**src/rtl/plab4_net_router_output_ctrl_pkg.sv**
```systemverilog
// Shared port indices and one-hot helpers for the ring router output controls.
package plab4_net_router_output_ctrl_pkg;

  typedef enum logic [1:0] {
    PREV = 2'd0,
    TERM = 2'd1,
    NEXT = 2'd2
  } port_idx_e;

  // Route-compute codes are the output port indices themselves.
  localparam logic [1:0] ROUTE_PREV = PREV;
  localparam logic [1:0] ROUTE_TERM = TERM;
  localparam logic [1:0] ROUTE_NEXT = NEXT;

  function automatic logic [2:0] rotl3(input logic [2:0] v);
    return {v[1:0], v[2]};
  endfunction

  function automatic logic [1:0] onehot3_idx(input logic [2:0] v);
    if (v[2])      return NEXT;
    else if (v[1]) return TERM;
    else           return PREV;
  endfunction

endpackage

```
**src/rtl/plab4_net_router_output_ctrl_arb.sv**
```systemverilog
// Three-way round-robin arbiter: combinational search from the priority
// pointer; the pointer advances past the winner only when a grant is issued.
module plab4_net_rr_arbiter_3
  import plab4_net_router_output_ctrl_pkg::*;
(
  input  logic       clk,
  input  logic       reset,
  input  logic       en,
  input  logic [2:0] reqs,
  output logic [2:0] grants,
  output logic [1:0] sel
);

  logic [2:0] prio_q;
  logic [2:0] prio_d;
  logic [2:0] win_oh;

  always_comb begin
    win_oh = '0;
    case (prio_q)
      3'b010: begin
        if      (reqs[1]) win_oh = 3'b010;
        else if (reqs[2]) win_oh = 3'b100;
        else if (reqs[0]) win_oh = 3'b001;
      end
      3'b100: begin
        if      (reqs[2]) win_oh = 3'b100;
        else if (reqs[0]) win_oh = 3'b001;
        else if (reqs[1]) win_oh = 3'b010;
      end
      default: begin
        if      (reqs[0]) win_oh = 3'b001;
        else if (reqs[1]) win_oh = 3'b010;
        else if (reqs[2]) win_oh = 3'b100;
      end
    endcase
  end

  always_comb begin
    grants = en ? win_oh : '0;
    sel    = onehot3_idx(grants);
    prio_d = (|grants) ? rotl3(grants) : prio_q;
  end

  always_ff @(posedge clk) begin
    if (reset) prio_q <= 3'b001;
    else       prio_q <= prio_d;
  end

endmodule

```
**src/rtl/plab4_net_router_output_ctrl.sv**
```systemverilog
// Output-port control for the ring router: round-robin grant to the three
// input controllers, gated by downstream readiness and link credits.
module plab4_net_router_output_ctrl
  import plab4_net_router_output_ctrl_pkg::*;
#(
  parameter int p_num_free_nbits = 2,
  parameter int p_max_credits    = 3,
  parameter int p_use_credits    = 1
)(
  input  logic                        clk,
  input  logic                        reset,
  input  logic                        domain_ID,
  input  logic [2:0]                  reqs,
  output logic [2:0]                  grants,
  output logic                        out_val,
  input  logic                        out_rdy,
  output logic [1:0]                  xbar_sel,
  input  logic                        credit_return,
  output logic [p_num_free_nbits-1:0] num_free
);

  localparam logic [p_num_free_nbits-1:0] MAX_CNT = p_num_free_nbits'(p_max_credits);
  localparam logic [p_num_free_nbits-1:0] ONE     = p_num_free_nbits'(1);

  logic [p_num_free_nbits-1:0] cnt_q;
  logic [p_num_free_nbits-1:0] cnt_d;
  logic                        credit_ok;
  logic                        can_send;
  logic                        fire;
  logic                        unused_domain;

  // The domain label is carried for the security checker only.
  assign unused_domain = domain_ID;

  // Reset folds into the enable so no grant leaks out during a reset cycle.
  assign credit_ok = (p_use_credits == 0) || (cnt_q != '0);
  assign can_send  = out_rdy && credit_ok && !reset;

  plab4_net_rr_arbiter_3 u_arb (
    .clk    (clk),
    .reset  (reset),
    .en     (can_send),
    .reqs   (reqs),
    .grants (grants),
    .sel    (xbar_sel)
  );

  assign out_val  = |grants;
  assign fire     = out_val;
  assign num_free = cnt_q;

  always_comb begin
    cnt_d = cnt_q;
    if (p_use_credits == 0)
      cnt_d = MAX_CNT;
    else if (fire && !credit_return)
      cnt_d = cnt_q - ONE;
    else if (!fire && credit_return && cnt_q != MAX_CNT)
      cnt_d = cnt_q + ONE;
  end

  always_ff @(posedge clk) begin
    if (reset) cnt_q <= MAX_CNT;
    else       cnt_q <= cnt_d;
  end

endmodule

```
**config.mk**
```make
export PLATFORM = sky130hd
export DESIGN_NAME = plab4_net_router_output_ctrl
export DESIGN_NICKNAME = d
export VERILOG_FILES = /design/src/rtl/plab4_net_router_output_ctrl_pkg.sv /design/src/rtl/plab4_net_router_output_ctrl_arb.sv /design/src/rtl/plab4_net_router_output_ctrl.sv
export SDC_FILE = /design/constraint.sdc
export NUM_CORES = 1
export LEC_CHECK = 0
export CAP_MARGIN = 30
export CORE_AREA = 2 2 39 41
export CTS_BUF_LIST = sky130_fd_sc_hd__clkbuf_4
export DETAILED_ROUTE_END_ITERATION = 12
export DIE_AREA = 0 0 41 43
export PLACE_DENSITY = 0.64
export RECOVER_POWER = 50
export SLEW_MARGIN = 20
export SYNTH_ARGS = -nofsm -noshare
export SYNTH_HDL_FRONTEND = slang
export SYNTH_SLANG_ARGS = --single-unit
```
**constraint.sdc**
```tcl
create_clock -name clk -period 1.3 [get_ports clk]
set_clock_uncertainty 0.1 [all_clocks]
set_input_delay 0.13 -clock clk [delete_from_list [all_inputs] [get_ports clk]]
set_output_delay 0.13 -clock clk [all_outputs]
set_load 0.1 [all_outputs]
```
==> impl_metrics.prom, run 1 <==
# TYPE chip_impl_metric gauge
chip_impl_metric{name="placement.cell_area",unit="um2"} 739
chip_impl_metric{name="worst_pin_slew",unit="ps"} 281
chip_impl_metric{name="synth_area",unit="um2"} 370
chip_impl_metric{name="row_count",unit=""} 14
chip_impl_metric{name="final-hold-violation-count",unit=""} 0
chip_impl_metric{name="drc",unit=""} 0
chip_impl_info{name="outcome",value="finished, violations left"} 1
chip_impl_metric{name="initial_core_util",unit="%"} 26.8
chip_impl_info{name="timing.setup.critical_path_class",value="flop to output pin"} 1
chip_impl_metric{name="grt_residual_overflow",unit=""} 0
chip_impl_metric{name="area.growth.synth_to_final",unit="%"} 133
chip_impl_metric{name="finalInstanceArea",unit="um2"} 863
chip_impl_metric{name="max-clock-path-buffers",unit=""} 2
chip_impl_metric{name="final_nets",unit=""} 88
chip_impl_metric{name="drt-initial-drc-count",unit=""} 2
chip_impl_metric{name="syn-num-nets",unit=""} 53
chip_impl_metric{name="clock.fmax",unit="GHz"} 0.611
chip_impl_metric{name="insertion_delay",unit="ps"} 240
chip_impl_info{name="grt_setup_unrepaired",value="yes"} 1
chip_impl_metric{name="ctsHtreeMaxLevel",unit=""} 1
chip_impl_info{name="critical_path.reg2reg.startpoint",value="u_arb.prio_q[2]"} 1
chip_impl_metric{name="number_of_antenna_violations_at_the_first_check_in_global_routing",unit=""} 0
chip_impl_info{name="slowest_cell_on_the_critical_path",value="sky130_fd_sc_hd__dfxtp_4"} 1
chip_impl_metric{name="worst_ep_required_time",unit="ps"} 1070
chip_impl_metric{name="die_y",unit="um"} 43
chip_impl_metric{name="grt_max_degree",unit=""} 7
chip_impl_metric{name="total_routing_usage_gr",unit="%"} 15.5
chip_impl_metric{name="die_width",unit="um"} 41
chip_impl_metric{name="finalWorstPathRequiredPeriod",unit="ps"} 1640
chip_impl_metric{name="core",unit="um2"} 1380
chip_impl_metric{name="critical_path.max_stage_delay",unit="ps"} 360
chip_impl_metric{name="drive_above_1_share",unit="%"} 69.6
chip_impl_info{name="synth.cells.most_frequent",value="sky130_fd_sc_hd__dfxtp_1, sky130_fd_sc_hd__nor2_1, sky130_fd_sc_hd__inv_1, sky130_fd_sc_hd__o21ai_0"} 1
chip_impl_metric{name="timing.reg2reg.setup_slack",unit="ps"} -250
chip_impl_metric{name="synth_sequential_area_ratio",unit="%"} 27.0
chip_impl_metric{name="grt_pass1_wl",unit="um"} 1840
chip_impl_metric{name="cts-buffers-inserted",unit=""} 3
chip_impl_metric{name="filler_cell_count",unit=""} 117
chip_impl_metric{name="holdWs",unit="ps"} 340
chip_impl_metric{name="dp.final_hpwl",unit="um"} 768
chip_impl_metric{name="ant_nets",unit=""} 0
chip_impl_metric{name="reg2regPathDepth",unit=""} 5
chip_impl_info{name="critical_path.reg2reg.endpoint",value="u_arb.prio_q[0]"} 1
chip_impl_metric{name="wl_per_cell",unit="um"} 11.4
chip_impl_metric{name="cp_max_fo",unit=""} 6
chip_impl_info{name="worst_hold_path.endpoint",value="u_arb.prio_q[1]"} 1
chip_impl_metric{name="top_ports",unit=""} 16
chip_impl_metric{name="final.period_utilization",unit="%"} 126
chip_impl_info{name="cp-end-kind",value="output pin"} 1
chip_impl_info{name="crit_path_cell_trace",value="xnor2_1 > o21ai_2 > and4_4 > buf_12"} 1
chip_impl_metric{name="p_total",unit="mW"} 0.580
chip_impl_metric{name="holdPathStages",unit=""} 3
chip_impl_metric{name="multi_input_area",unit="um2"} 310
chip_impl_metric{name="finish.utilization",unit="%"} 62.4
chip_impl_metric{name="fin_ws",unit="ps"} -337
chip_impl_metric{name="n_antenna_cell",unit=""} 0
chip_impl_metric{name="synth-edff-count",unit=""} 0
chip_impl_info{name="synth_area_leader_cell",value="sky130_fd_sc_hd__dfxtp_1"} 1
chip_impl_metric{name="largest_vdd_supply_drop",unit="V"} 0.000535
chip_impl_metric{name="max_slew_margin",unit="%"} 81.2
chip_impl_metric{name="postSynth.asyncResetShare",unit="%"} 0
chip_impl_metric{name="route.detailed.vias_per_inst",unit=""} 4.75
chip_impl_metric{name="crit_arrival",unit="ps"} 1410
chip_impl_metric{name="vias",unit=""} 451
chip_impl_metric{name="yosysTopAreaCellShare",unit="%"} 27.0
chip_impl_info{name="violations",value="negative setup slack"} 1
chip_impl_metric{name="clock_sinks",unit=""} 5
chip_impl_metric{name="synth_seq_cells",unit=""} 5
chip_impl_metric{name="clkSlewWorstSetupHoldPaths",unit="ps"} 40
chip_impl_metric{name="p_leak",unit="nW"} 0.338
chip_impl_metric{name="post_route_wl",unit="um"} 1080
chip_impl_info{name="hold_path.class",value="input pin to flop"} 1
chip_impl_metric{name="number_of_failing_setup_endpoints_in_the_final_timing_report",unit=""} 11
chip_impl_info{name="cts_tree",value="yes"} 1
chip_impl_metric{name="die_area",unit="um2"} 1760
chip_impl_metric{name="synthesis.area_per_instance",unit="um2"} 8.23
chip_impl_metric{name="seq_area",unit="um2"} 116
chip_impl_metric{name="final_max_slew_viol_count",unit=""} 0
chip_impl_metric{name="ys.warnings.count",unit=""} 0
chip_impl_info{name="cts_root_buf",value="sky130_fd_sc_hd__clkbuf_4"} 1
chip_impl_metric{name="power_per_cell_area",unit="nW/um2"} 672
chip_impl_metric{name="number_of_global_route_vias_before_repair",unit=""} 448
chip_impl_info{name="ys_top_cells_by_area",value="sky130_fd_sc_hd__dfxtp_1, sky130_fd_sc_hd__nor2_1, sky130_fd_sc_hd__o21ai_2"} 1
chip_impl_metric{name="place.port_buffers",unit=""} 14
chip_impl_info{name="start_kind",value="flop"} 1
chip_impl_metric{name="drv_cap",unit=""} 0
chip_impl_metric{name="gpl.final_weighted_congestion",unit=""} 0.683
chip_impl_info{name="hp-start",value="reqs[0]"} 1
chip_impl_metric{name="netlist_instances",unit=""} 45
chip_impl_info{name="synthFlopType",value="sky130_fd_sc_hd__dfxtp_1"} 1
chip_impl_metric{name="ys_types",unit=""} 29
chip_impl_metric{name="first_pass_iters",unit=""} 4
flip-flops by register name (all words and copies together) (netlist names):
name,flops
num_free,2
u_arb.prio_q,3
stage by stage:
stage	TNS (ps)	setup WS (ps)	instances
3_3_place_gp	-4150	-500	86
2_1_floorplan	-2670	-379	45
6_report	-2440	-337	95
3_5_place_dp	-4290	-502	86
5_1_grt	-3130	-409	95
4_1_cts	-2400	-338	94
worst max-delay path, delay by kind of cell (launching register included):
kind | cells | cell delay (ps)
and+or+nand+nor | 1 | 300
xor gates and xnor gates | 1 | 140
DFF | 1 | 360
buffers and inverters | 1 | 180
AOI/OAI and AO/OA | 1 | 190
worst max path at each step:
stage | depth (start not counted) | startpoint | slack (ps) | endpoint
finish | 4 | u_arb.prio_q[2] | -340 | grants[2]
global route | 4 | u_arb.prio_q[2] | -410 | grants[2]
CTS | 4 | u_arb.prio_q[2] | -340 | grants[2]
detailed placement | 5 | out_rdy | -500 | num_free[1]
global placement | 5 | reqs[0] | -500 | num_free[1]
floorplan | 6 | num_free[0] | -380 | num_free[0]
area by class of cell:
cell class	instances	share of cell area, %
Clock buffer	4	3.48
Inverter	4	4.06
Multi-Input combinational cell	34	35.9
Sequential cell	5	13.5
Tap cell	16	2.32
Timing Repair Buffer	32	40.7
metal layers:
metal  vias to the layer above  GRT usage [%]  share of wire [%]
li1                        230              -                  -
met1                       206           19.7                 41
met2                        13           23.4                 53
met3                         2           3.14                4.6
met4                         0           8.00                1.4
met5                         -              0                  0
placed cells by master (no fill, tap or decap):
| cell | count |
|---|---|
| sky130_fd_sc_hd__buf_4 | 15 |
| sky130_fd_sc_hd__buf_12 | 7 |
| sky130_fd_sc_hd__dlygate4sd2_1 | 5 |
| sky130_fd_sc_hd__clkbuf_4 | 4 |
| sky130_fd_sc_hd__dfxtp_4 | 4 |
| sky130_fd_sc_hd__buf_6 | 4 |
| sky130_fd_sc_hd__nor2_4 | 3 |
| sky130_fd_sc_hd__o21ai_1 | 3 |
| sky130_fd_sc_hd__o21ai_2 | 2 |
| sky130_fd_sc_hd__nor2_1 | 2 |
| sky130_fd_sc_hd__clkinvlp_4 | 2 |
| sky130_fd_sc_hd__a21oi_1 | 2 |
| sky130_fd_sc_hd__o21ai_4 | 1 |
| sky130_fd_sc_hd__xnor2_1 | 1 |
| sky130_fd_sc_hd__or2b_1 | 1 |
| sky130_fd_sc_hd__and4_4 | 1 |
| sky130_fd_sc_hd__nor3_1 | 1 |
| sky130_fd_sc_hd__or3_4 | 1 |
| sky130_fd_sc_hd__clkinv_8 | 1 |
| sky130_fd_sc_hd__nand2_2 | 1 |
| sky130_fd_sc_hd__inv_2 | 1 |
| sky130_fd_sc_hd__nand3b_1 | 1 |
| sky130_fd_sc_hd__o31a_1 | 1 |
| sky130_fd_sc_hd__and3b_1 | 1 |
| sky130_fd_sc_hd__and2_4 | 1 |
| sky130_fd_sc_hd__nand4_4 | 1 |
| sky130_fd_sc_hd__nand2_1 | 1 |
| sky130_fd_sc_hd__xnor2_2 | 1 |
| sky130_fd_sc_hd__nor2b_1 | 1 |
| sky130_fd_sc_hd__nand2b_1 | 1 |
| sky130_fd_sc_hd__mux2i_2 | 1 |
| sky130_fd_sc_hd__a22oi_2 | 1 |
| sky130_fd_sc_hd__nor3b_1 | 1 |
| sky130_fd_sc_hd__o32ai_2 | 1 |
| sky130_fd_sc_hd__a311o_1 | 1 |
| sky130_fd_sc_hd__a211oi_2 | 1 |
| sky130_fd_sc_hd__clkdlybuf4s50_1 | 1 |
| sky130_fd_sc_hd__dfxtp_2 | 1 |
cells by family (layout without fill, tap and decap cells):
family	after synthesis	in the layout	share of synthesized area (%)
flip-flops	5	5	27.0
XOR/XNOR	2	2	4.73
multiplexers	1	1	2.70
AO/OA/AOI/OAI	13	13	25.7
AND/OR/NAND/NOR	18	18	29.4
buffers and inverters	6	40	10.5
timing repair:
item,in CTS,in global routing
setup endpoints to repair,11,11
pin swaps,7,2
setup buffers,4,1
resized for setup,21,7
hold buffers,0,0
where the power goes:
part	switching [mW]	internal [mW]	total, mW
sequential	0.00834	0.156	0.165
clock	0.0606	0.137	0.197
combinational	0.119	0.0991	0.218
total	0.188	0.392	0.580
No activity file was read; power rests on OpenSTA's default activity.
==> run 2: changes to the inputs <==
Settings changed: HOLD_SLACK_MARGIN from default to 0.06.
==> results of run 2 <==
The final DEF is identical to that of run 1; final timing and power are the same.
==> run 3: changes to the inputs <==
Settings changed: ABC_AREA from default to 0.
==> results of run 3 <==
The final DEF is identical to that of run 1; final timing and power are the same.
